===== src/rtl/spi_master.sv =====
// SPI master issuing 16-bit {addr, rw, data} frames MSB first, with a
// registered SCLK/CS_N/MOSI interface and read-byte capture.
module spi_master #(
  parameter int HALF_PERIOD = 16
) (
  input  logic       clk,
  input  logic       reset_n,
  input  logic       start,
  input  logic       rw,
  input  logic [6:0] addr,
  input  logic [7:0] wdata,
  output logic       busy,
  output logic       done,
  output logic [7:0] rdata,
  output logic       sclk,
  output logic       cs_n,
  output logic       mosi,
  input  logic       miso
);

  localparam int HW = (HALF_PERIOD > 1) ? $clog2(HALF_PERIOD) : 1;
  localparam logic [HW-1:0] HC_MAX = HW'(HALF_PERIOD - 1);

  typedef enum logic [1:0] {
    IDLE  = 2'd0,
    SHIFT = 2'd1,
    HOLD  = 2'd2,
    GAP   = 2'd3
  } state_t;

  state_t          state_r, state_s;
  logic [HW-1:0]   hcnt_r, hcnt_s;
  logic [4:0]      ecnt_r, ecnt_s;
  logic [15:0]     tx_r, tx_s;
  logic [7:0]      rx_r, rx_s;
  logic            rw_r, rw_s;
  logic            sclk_r, sclk_s;
  logic            cs_n_r, cs_n_s;
  logic            mosi_r, mosi_s;
  logic            busy_r, busy_s;
  logic            done_r, done_s;
  logic [7:0]      rdata_r, rdata_s;
  logic            half_done_s;
  logic [5:0]      edge_num_s;

  assign half_done_s = (hcnt_r == HC_MAX);
  // Number of the SCLK edge produced if this cycle toggles; 32 wraps ecnt to 0.
  assign edge_num_s  = {1'b0, ecnt_r} + 6'd1;

  // State register.
  always_ff @(posedge clk) begin
    if (!reset_n) begin
      state_r <= IDLE;
    end else begin
      state_r <= state_s;
    end
  end

  // Next-state logic.
  always_comb begin
    state_s = state_r;
    case (state_r)
      IDLE: begin
        if (start) state_s = SHIFT;
        else       state_s = IDLE;
      end
      SHIFT: begin
        if (half_done_s && (edge_num_s == 6'd32)) state_s = HOLD;
        else                                      state_s = SHIFT;
      end
      HOLD: begin
        if (half_done_s) state_s = GAP;
        else             state_s = HOLD;
      end
      GAP: begin
        if (half_done_s) state_s = IDLE;
        else             state_s = GAP;
      end
      default: state_s = IDLE;
    endcase
  end

  // Next values of the datapath and of the registered outputs.
  always_comb begin
    hcnt_s  = hcnt_r;
    ecnt_s  = ecnt_r;
    tx_s    = tx_r;
    rx_s    = rx_r;
    rw_s    = rw_r;
    sclk_s  = sclk_r;
    cs_n_s  = cs_n_r;
    mosi_s  = mosi_r;
    busy_s  = busy_r;
    done_s  = 1'b0;
    rdata_s = rdata_r;
    case (state_r)
      IDLE: begin
        hcnt_s = '0;
        ecnt_s = 5'd0;
        sclk_s = 1'b0;
        if (start) begin
          tx_s   = {addr, rw, wdata};
          rw_s   = rw;
          busy_s = 1'b1;
          cs_n_s = 1'b0;
          mosi_s = addr[6];
        end else begin
          busy_s = 1'b0;
          cs_n_s = 1'b1;
        end
      end
      SHIFT: begin
        if (half_done_s) begin
          hcnt_s = '0;
          ecnt_s = edge_num_s[4:0];
          sclk_s = ~sclk_r;
          if (!sclk_r) begin
            // Rising edge: the slave samples mosi; read data arrives on edges 17..31.
            if (rw_r && (edge_num_s >= 6'd17)) rx_s = {rx_r[6:0], miso};
            else                               rx_s = rx_r;
          end else begin
            tx_s   = {tx_r[14:0], 1'b0};
            mosi_s = tx_r[14];
          end
        end else begin
          hcnt_s = hcnt_r + HW'(1);
        end
      end
      HOLD: begin
        if (half_done_s) begin
          hcnt_s = '0;
          cs_n_s = 1'b1;
          done_s = 1'b1;
          if (rw_r) rdata_s = rx_r;
          else      rdata_s = rdata_r;
        end else begin
          hcnt_s = hcnt_r + HW'(1);
        end
      end
      GAP: begin
        if (half_done_s) begin
          hcnt_s = '0;
          busy_s = 1'b0;
        end else begin
          hcnt_s = hcnt_r + HW'(1);
        end
      end
      default: begin
        hcnt_s = '0;
        ecnt_s = 5'd0;
      end
    endcase
  end

  // Datapath and output registers; reset aborts any frame in flight.
  always_ff @(posedge clk) begin
    if (!reset_n) begin
      hcnt_r  <= '0;
      ecnt_r  <= 5'd0;
      tx_r    <= 16'h0000;
      rx_r    <= 8'h00;
      rw_r    <= 1'b0;
      sclk_r  <= 1'b0;
      cs_n_r  <= 1'b1;
      mosi_r  <= 1'b0;
      busy_r  <= 1'b0;
      done_r  <= 1'b0;
      rdata_r <= 8'h00;
    end else begin
      hcnt_r  <= hcnt_s;
      ecnt_r  <= ecnt_s;
      tx_r    <= tx_s;
      rx_r    <= rx_s;
      rw_r    <= rw_s;
      sclk_r  <= sclk_s;
      cs_n_r  <= cs_n_s;
      mosi_r  <= mosi_s;
      busy_r  <= busy_s;
      done_r  <= done_s;
      rdata_r <= rdata_s;
    end
  end

  assign busy  = busy_r;
  assign done  = done_r;
  assign rdata = rdata_r;
  assign sclk  = sclk_r;
  assign cs_n  = cs_n_r;
  assign mosi  = mosi_r;

endmodule


===== config.mk =====
export PLATFORM = sky130hd
export DESIGN_NAME = spi_master
export DESIGN_NICKNAME = d
export VERILOG_FILES = /design/src/rtl/spi_master.sv
export SDC_FILE = /design/constraint.sdc
export NUM_CORES = 1
export LEC_CHECK = 0
export ABC_CLOCK_PERIOD_IN_PS = 3500
export CAP_MARGIN = 20
export CORE_MARGIN = 1.5
export CORE_UTILIZATION = 55
export DETAILED_ROUTE_END_ITERATION = 6
export PLACE_DENSITY = 0.82
export SLEW_MARGIN = 20
export SYNTH_ARGS = -nofsm -noshare
export SYNTH_HDL_FRONTEND = slang
export SYNTH_SLANG_ARGS = --single-unit

===== constraint.sdc =====
create_clock -name clk -period 3.5 [get_ports clk]
set_clock_uncertainty 0.05 [all_clocks]
set_input_delay 0.7 -clock clk [delete_from_list [all_inputs] [get_ports clk]]
set_output_delay 0.7 -clock clk [all_outputs]
set_load 0.01 [all_outputs]

==> results of run 1 <==
## cell type report
class                   count  area (um^2)
repair buffers             38          365
inverters                   2         7.51
fillers                   360         1290
multi-input cells         185         1360
clock inverters             1         5.00
flip-flops and latches     48          961
clock buffers               6         72.6
well taps                  50         62.6
## logic make-up (layout without fill, tap and decap cells)
| kind of cell | after synthesis | in the layout | synth area share (%) |
|---|---|---|---|
| DFF | 48 | 48 | 39.8 |
| adders and majority gates | 4 | 4 | 2.07 |
| and+or+nand+nor | 99 | 99 | 23.0 |
| buffers and inverters | 23 | 47 | 4.09 |
| muxes | 31 | 31 | 13.2 |
| AOI/OAI and AO/OA | 47 | 47 | 16.4 |
| xor gates and xnor gates | 4 | 4 | 1.45 |
## per-layer routing
| metal | part of all wire [%] | routed length [um] | GRT usage [%] | vias to the layer above |
|---|---|---|---|---|
| li1 | - | - | - | 988 |
| met2 | 49 | 2440 | 35.6 | 32 |
| met4 | 0.52 | 26 | 6.10 | 0 |
| met1 | 47 | 2330 | 26.8 | 921 |
| met5 | 0 | 0 | 0 | - |
| met3 | 3.2 | 161 | 5.81 | 2 |
## state kept, by name, indices dropped and copies added (netlist names)
name,count
ecnt_r,5
sclk,1
done,1
hcnt_r,4
rx_r,8
mosi,1
rw_r,1
busy,1
tx_r,15
state_r,2
cs_n,1
rdata,8
## critical path, cell delays in order, from the launching register on
cell and delay, ns:
sky130_fd_sc_hd__dfxtp_1 0.37, sky130_fd_sc_hd__ha_1 0.21, sky130_fd_sc_hd__nand3_1 0.35, sky130_fd_sc_hd__or3_1 0.64, sky130_fd_sc_hd__or4_1 0.57, sky130_fd_sc_hd__nand3_1 0.08
## power breakdown
group          leakage, nW  total, mW  internal [mW]  switching, mW
Clock               0.0410      0.313          0.136          0.177
Combinational        0.827      0.118         0.0642         0.0535
Sequential           0.391      0.577          0.566         0.0110
## stage by stage
step	utilization (%)	power (mW)	instances	setup WS, ns	hold slack (ns)
finish	68.7	1.01	330	1.17	0.424
global route	68.7	1.05	330	0.971	0.466
CTS	68.7	1.01	330	1.14	0.435
detailed placement	66.9	0.708	323	0.832	0.424
global placement	66.9	0.705	323	0.863	0.403
floorplan	-	0.663	256	1.58	0.383
## placed cells by master, fill, tap and decap left out, types with 3 or more instances in the layout
master | Yosys | layout
sky130_fd_sc_hd__ha_1 | 4 | 4
sky130_fd_sc_hd__or2_2 | 3 | 3
sky130_fd_sc_hd__buf_4 | 2 | 6
sky130_fd_sc_hd__o21a_1 | 3 | 3
sky130_fd_sc_hd__nand3_1 | 27 | 27
sky130_fd_sc_hd__nor2_1 | 12 | 12
sky130_fd_sc_hd__o211a_1 | 16 | 16
sky130_fd_sc_hd__a21boi_0 | 4 | 4
sky130_fd_sc_hd__and2_1 | 3 | 3
sky130_fd_sc_hd__o2111ai_1 | 7 | 7
sky130_fd_sc_hd__o21ai_0 | 5 | 5
sky130_fd_sc_hd__a21oi_1 | 3 | 3
sky130_fd_sc_hd__nor2b_1 | 10 | 10
sky130_fd_sc_hd__dfxtp_1 | 48 | 48
sky130_fd_sc_hd__nor3_1 | 3 | 3
sky130_fd_sc_hd__nand2_1 | 11 | 11
sky130_fd_sc_hd__clkbuf_8 | 0 | 5
sky130_fd_sc_hd__or3_1 | 9 | 9
sky130_fd_sc_hd__mux2_2 | 6 | 6
sky130_fd_sc_hd__or4_1 | 7 | 7
sky130_fd_sc_hd__mux2i_1 | 25 | 25
sky130_fd_sc_hd__clkdlybuf4s50_1 | 0 | 32
## worst max path at each step
stage,start,endpoint,slack (ns),depth (start not counted)
3_3_place_gp,start,tx_r[14],0.86,6
3_5_place_dp,start,tx_r[13],0.83,6
2_1_floorplan,start,tx_r[11],1.58,5
6_report,hcnt_r[0],rx_r[6],1.17,5
5_1_grt,hcnt_r[0],rx_r[4],0.97,5
4_1_cts,start,tx_r[13],1.14,6
==> results, run 1 <==
- The effective utilization at floorplan is 58.7%.
- The overall die area is 4800 um^2.
- The critical hold path startpoint is hcnt_r[0].
- The number of instances resized during post-cts repair is 0.
- The HPWL after detailed placement is 3.33 mm.
- The worst-path maximum fanout is 11.
- The startpoint type of the worst setup path is a register.
- The total wirelength of the detailed-routed design is 4.96 mm.
- Once placement finished, the instance area stood at 2750 um^2.
- The total overflow left after global routing is 0.
- The average wire per standard cell is 15.0 um.
- The TritonCTS clock tree is yes.
- For this design the static power due to leakage is 1.26 nW.
- By instance count, the leading cell after synthesis is sky130_fd_sc_hd__dfxtp_1.
- The count of nets left with antenna violations after detail routing is 0.
- The startpoint identified for the worst register-to-register timing path is hcnt_r[0].
- STA classifies the critical path endpoint as a register.
- The portion of the post-synthesis area used by sequential elements is 39.8%.
- The number of buffers added by the clock tree synthesis step is 5.
- The total negative slack is 0 ns.
- Clock-pin slew was measured on the worst setup and hold paths at 0.08 ns.
- The number of antenna violations at the first check in global routing is 0.
- After synthesis, the share of flip-flops with an asynchronous set or reset is 0%.
- After synthesis the cells add up to 2410 um^2.
- The max-slew violation count is 0.
- The area growth from synthesis to layout is 17.2%.
- Yosys mapped the design onto 47 distinct sky130hd cell types.
- The number of placement rows is 23.
- In this run the horizontal extent of the chip is 69.3 um.
- Data on the critical path arrives at its endpoint at 2.52 ns.
- Setup repair after global routing left no endpoint under its margin.
- The aggregate global-route resource usage is 21.3%.
- The count of boundary I/O pins is 33.
- The post-route netlist has 9.29% of its cells at a drive strength greater than 1.
- The post-synthesis average cell area is 9.43 um^2.
- The number of nets handed over by synthesis was 280.
- The most frequently used flop master after synthesis is sky130_fd_sc_hd__dfxtp_1.
- The final critical delay including setup and external delays is 2.33 ns.
- For this run, the number of Yosys warnings is 0.
- The worst pin sits at a relative slew slack of 33.5%.
- The via count normalized by instance count is 5.89.
- The first detailed-routing pass ran for 4 iterations.
- The worst hold path endpoint is hcnt_r[0].
- Summed over all instances, the cell type with the most area after synthesis is sky130_fd_sc_hd__dfxtp_1.
- The total of hold buffers inserted after clock tree synthesis is 0.
- Counting every sink on the clock net gives 48.
- Once layout is done, the placed cells without fillers occupy 2830 um^2.
- The upper clock frequency limit is 430 MHz.
- Sorting the synthesized cells by how often they occur yields sky130_fd_sc_hd__dfxtp_1 (48), sky130_fd_sc_hd__nand3_1 (27), sky130_fd_sc_hd__mux2i_1 (25).
- The tree is rooted in a sky130_fd_sc_hd__clkbuf_8.
- Entering global routing, the biggest net connects 23 pins.
- For the pin with the worst max-slew slack, the measured transition is 0.995 ns.
- From bottom edge to top edge, the die measures 69.3 um.
- The worst register-to-register path has a depth of 5.
- The H-tree depth is 2.
- The number of setup buffers added after CTS is 0.
- For flop-to-flop paths, the worst setup slack is 1.17 ns.
- The number of endpoints failing setup at the final stage is 0.
- In this run the power density over the cells is 356 nW/um^2.
- In the final design database the tool counted 304 nets.
- For the worst setup path, the data required time is 3.70 ns.
- The via count of the first global-routing pass is 1830.
- The number of flops mapped to enable cells by yosys is 0.
- IR analysis of the VDD net gives a maximum drop of 0.000296 V.
- The final weighted congestion in routability-driven placement is 0.809.
- After synthesis, the cell types taking the most area are sky130_fd_sc_hd__dfxtp_1 (40%), sky130_fd_sc_hd__mux2i_1 (10%), sky130_fd_sc_hd__o211a_1 (6.6%), sky130_fd_sc_hd__nand3_1 (5.6%), sky130_fd_sc_hd__mux2_2 (2.8%).
- The number of vias in the routed layout is 1943.
- The number of cells on the worst hold path is 1.
- After detailed routing, the number of remaining DRC violations is 0.
- The tool flagged a number of max-cap violations equal to 0.
- In this run the deepest clock path goes through 2 buffers.
- After layout, the worst path uses 66.4% of the clock period.
- The path class of the tightest hold or removal check is reg -> reg.
- The number of antenna diodes in the final layout is 0.
- The flow ran to the end, and the final reports show no timing, DRC or antenna violations.
- The kind of critical path is reg -> reg.
- The clock reaches the later pin of the worst-skew pair after 0.30 ns.
- The first global-routing pass estimated 8.41 mm of wire.
- Synthesis inferred 48 register bits.
- The floorplan step defined a core boundary enclosing 4120 um^2.
- The final number of hold-violating endpoints is 0.
- The cell count after synthesis came out at 256.
- In this run the biggest area consumer among cell types represents 39.8% of the synthesized area.
- Input and output buffers added on the ports amount to 32.
- The reg-to-reg critical path endpoint is rx_r[6].
- The detailed router finished its first iteration with 132 violations.
Note: power is estimated with default switching activity, not from simulation.
==> run 2, diff against run 1 <==
--- a/config.mk
+++ b/config.mk
@@ -5,12 +5,12 @@
 export SDC_FILE = /design/constraint.sdc
 export NUM_CORES = 1
 export LEC_CHECK = 0
-export ABC_CLOCK_PERIOD_IN_PS = 3500
+export ABC_CLOCK_PERIOD_IN_PS = 1900
 export CAP_MARGIN = 20
 export CORE_MARGIN = 1.5
-export CORE_UTILIZATION = 55
+export CORE_UTILIZATION = 49
 export DETAILED_ROUTE_END_ITERATION = 6
-export PLACE_DENSITY = 0.82
+export PLACE_DENSITY = 0.77
 export SLEW_MARGIN = 20
 export SYNTH_ARGS = -nofsm -noshare
 export SYNTH_HDL_FRONTEND = slang
==> constraint.sdc (replaced) <==
create_clock -name clk -period 1.9 [get_ports clk]
set_clock_uncertainty 0.05 [all_clocks]
set_input_delay 0.38 -clock clk [delete_from_list [all_inputs] [get_ports clk]]
set_output_delay 0.38 -clock clk [all_outputs]
set_load 0.01 [all_outputs]
==> run 2 against run 1 <==
  * Global-route usage is 1.4 points lower
  * Combinational power rose by 100%
  * Critical path depth did not move
  * Total power rose by 90%
  * Final cell count increased by 12%
  * Largest power group unchanged
  * Sequential cell count unchanged
  * Via count increased by 3.5%
  * Core utilization down 4.0 points
  * Wire length is 1.2% higher
  * Worst setup slack got worse by 1.1 ns
==> results, run 2 (synthesized netlist as in run 1, its figures left out) <==
- The dominant delay contributor by cell family on the critical path is simple AND/OR/NAND/NOR gates.
- The standard cell area after detailed placement is 2960 um^2 (+7.4%).
- The actual slew at the worst max-slew pin came to 0.583 ns (-0.412 ns).
- The later-pin clock latency in the skew report is 0.30 ns (about the same).
- The class of the worst hold path is reg -> reg.
- The number of post-CTS setup repair buffers is 0 (unchanged).
- The largest buffer count on any clock path is 2 (unchanged).
- The effective utilization at floorplan is 51.1% (-7.6 points).
- The filler-free cell count of the finished design is 369 (+12%).
- The total wirelength of the detailed-routed design is 5.02 mm (+1.2%).
- The worst max-slew margin expressed relative to the limit was 60.7% (+27 points).
- The number of placement rows came to 25 (+8.7%).
- The core box area came to 4720 um^2 (+15%).
- The number of flip-flops under the largest register name is 15 (unchanged).
- TritonCTS built the clock tree.
- The final critical delay including setup and external delays is 1.84 ns (-0.486 ns).
- The static leakage is 1.37 nW (+8.7%).
- The overall die area came to 5360 um^2 (+12%).
- The final core utilization is 64.7% (-4.0 points).
- The library cells used most frequently in the layout, excluding fill and tap cells, are sky130_fd_sc_hd__dfxtp_1 (46), sky130_fd_sc_hd__clkdlybuf4s50_1 (32), sky130_fd_sc_hd__nand3_1 (27).
- The number of nets in the layout is 325 (+6.9%).
- The sequential cell area is 963 um^2 (+0.26%).
- The pin count of the biggest net entering global routing came to 23 (unchanged).
- The max-slew violation count is 0 (unchanged).
- The post-route clock period utilization is 96.8% (+30 points).
- The depth of the worst register-to-register path is 5 (unchanged).
- The library cell used most frequently in the layout, excluding fill and tap cells, is sky130_fd_sc_hd__dfxtp_1.
- The length of the first detailed-routing pass in iterations was 4 (unchanged).
- STA classifies the critical path endpoint as a register.
- The via count of the first global-routing pass was 1863 (+1.8%).
- The count of buffer and inverter cells on the critical path is 0 (unchanged).
- The largest voltage drop on the vdd net is 0.000463 V (+57%).
- The number of buffers inserted by port buffering is 32 (unchanged).
- The H-tree depth was 2 (unchanged).
- The register name with the most flops is tx_r.
- STA classifies the critical path startpoint as a register.
- The count of placed standard cells including taps came to 361 (+12%).
- The via count normalized by instance count is 5.45 (-7.4%).
- Among all stages on the critical path, the largest delay is contributed by sky130_fd_sc_hd__or4_1.
- The HPWL after detailed placement is 3.57 mm (+7.2%).
- The number of vias in the routed layout is 2011 (+3.5%).
- The number of clock sinks is 48 (unchanged).
- The fraction of final layout cells with drive strength greater than 1 was 17.2% (+7.9 points).
- The final global-route overflow total is 0 (unchanged).
- The number of cells on the worst hold path was 1 (unchanged).
- The number of endpoints failing setup at the final stage is 0 (unchanged).
- The worst stage delay on the critical path is 0.56 ns (-0.08 ns).
- The average wire per standard cell is 13.6 um (-9.5%).
- The post-route DRC violation count was 0 (unchanged).
- The flow ran to the end, and the final reports show no timing, DRC or antenna violations.
- The most numerous cell on the critical path is sky130_fd_sc_hd__nand3_1.
- The number of max-cap violations is 0 (unchanged).
- The DRC marker count from the first detailed-route iteration is 111 (-16%).
- The first-pass GRT wire length came to 8.25 mm (-1.9%).
- The multi-input logic area came to 1370 um^2 (+0.74%).
- The count of nets left with antenna violations after detail routing came to 0 (unchanged).
- The fill cell instance count of the final layout is 407 (+13%).
- The aggregate global-route resource usage is 19.9% (-1.4 points).
- The required time of the worst setup path is 2.09 ns (-1.61 ns).
- The final number of hold-violating endpoints is 0 (unchanged).
- The worst hold margin was 0.454 ns (+0.0303 ns).
- Relative to the synthesized area, the layout overhead comes to 26.6%.
- The count of boundary I/O pins is 33 (unchanged).
- The vertical die dimension is 73.2 um (+5.7%).
- The upper clock frequency limit is 544 MHz (+26%).
- The total negative slack came to 0 ns (unchanged).
- The count of inserted antenna diode cells is 0 (unchanged).
- Walking the worst path, the cells encountered are ha_2 > nand3_1 > or3_4 > or4_1 > nand3_1.
- The final weighted congestion in routability-driven placement is 0.836 (+3.4%).
- The kind of critical path is reg -> reg.
- The width of the chip is 73.2 um (+5.7%).
- The power density over the cells is 627 nW/um^2 (+76%).
- The worst-path maximum fanout is 9 (-2).
- The total of hold buffers inserted after clock tree synthesis is 0 (unchanged).
- The post-CTS clock slew at the launch and capture registers of the worst setup and hold paths came to 0.08 ns (about the same).
- The number of antenna violations at the first check in global routing is 0 (unchanged).
- Clock tree synthesis selected as its root buffer the cell sky130_fd_sc_hd__clkbuf_8.
- The total number of cells along the worst setup path came to 5 (unchanged).
- The post-layout instance area was 3060 um^2 (+8.1%).
- The critical path data arrival time is 2.03 ns (-0.49 ns).
- The number of buffers added by the clock tree synthesis step came to 5 (unchanged).
==> run 2: cell types whose count changed in the layout (fill, tap and decap cells not counted), moves of 2 or more <==
cell	previous run	this run
sky130_fd_sc_hd__buf_12	0	2
sky130_fd_sc_hd__dfxtp_1	48	46
sky130_fd_sc_hd__dfxtp_2	0	2
sky130_fd_sc_hd__buf_4	6	25
sky130_fd_sc_hd__ha_2	0	2
sky130_fd_sc_hd__ha_1	4	2
==> run 2: per-layer routing <==
metal,share of wire (%),track usage (%),up-vias
li1,-,-,1029
met1,48,25.3,941
met2,48,33.2,35
met3,2.9,4.28,6
met4,1.3,6.92,0
met5,0,0,-
==> run 2: path summary, 6_finish.rpt <==
kind | slack [ns] | to | start
setup / recovery | 0.06 | rx_r[3] | hcnt_r[0]
hold / removal | 0.45 | tx_r[9] | tx_r[9]
setup reg to reg | 0.06 | rx_r[3] | hcnt_r[0]
hold reg to reg | 0.45 | tx_r[9] | tx_r[9]
==> run 2: power by group <==
part / switching [mW] / internal (mW)
Clock: 0.319 / 0.297
Sequential: 0.0206 / 1.04
Combinational: 0.102 / 0.134
==> run 2: stage by stage <==
stage | power [mW] | setup slack (ns)
after global routing | 2.00 | -0.00437
after global placement | 1.32 | -0.000774
after CTS | 1.94 | 0.0132
after floorplan | 1.22 | 0.0577
final | 1.92 | 0.0610
after detailed placement | 1.32 | -0.0214
==> run 2: cell type report <==
| class | count | share of cell area [%] |
|---|---|---|
| Clock buffer | 8 | 2.95 |
| Inverter | 2 | 0.245 |
| Multi-Input combinational cell | 185 | 44.6 |
| Sequential cell | 48 | 31.5 |
| Tap cell | 67 | 2.74 |
| Timing Repair Buffer | 59 | 17.9 |
==> run 2: repair_timing <==
action	4_1_cts	5_1_grt
pin swaps	0	1
gates resized for setup	1	5
endpoints found under the hold margin	0	0
setup endpoints to repair	2	7
==> run 3, diff against run 2 <==
--- a/config.mk
+++ b/config.mk
@@ -11,7 +11,6 @@
 export CORE_UTILIZATION = 49
 export DETAILED_ROUTE_END_ITERATION = 6
 export PLACE_DENSITY = 0.77
-export SLEW_MARGIN = 20
 export SYNTH_ARGS = -nofsm -noshare
 export SYNTH_HDL_FRONTEND = slang
 export SYNTH_SLANG_ARGS = --single-unit
==> results of run 3 <==
The final DEF is identical to that of run 2; final timing and power are the same.
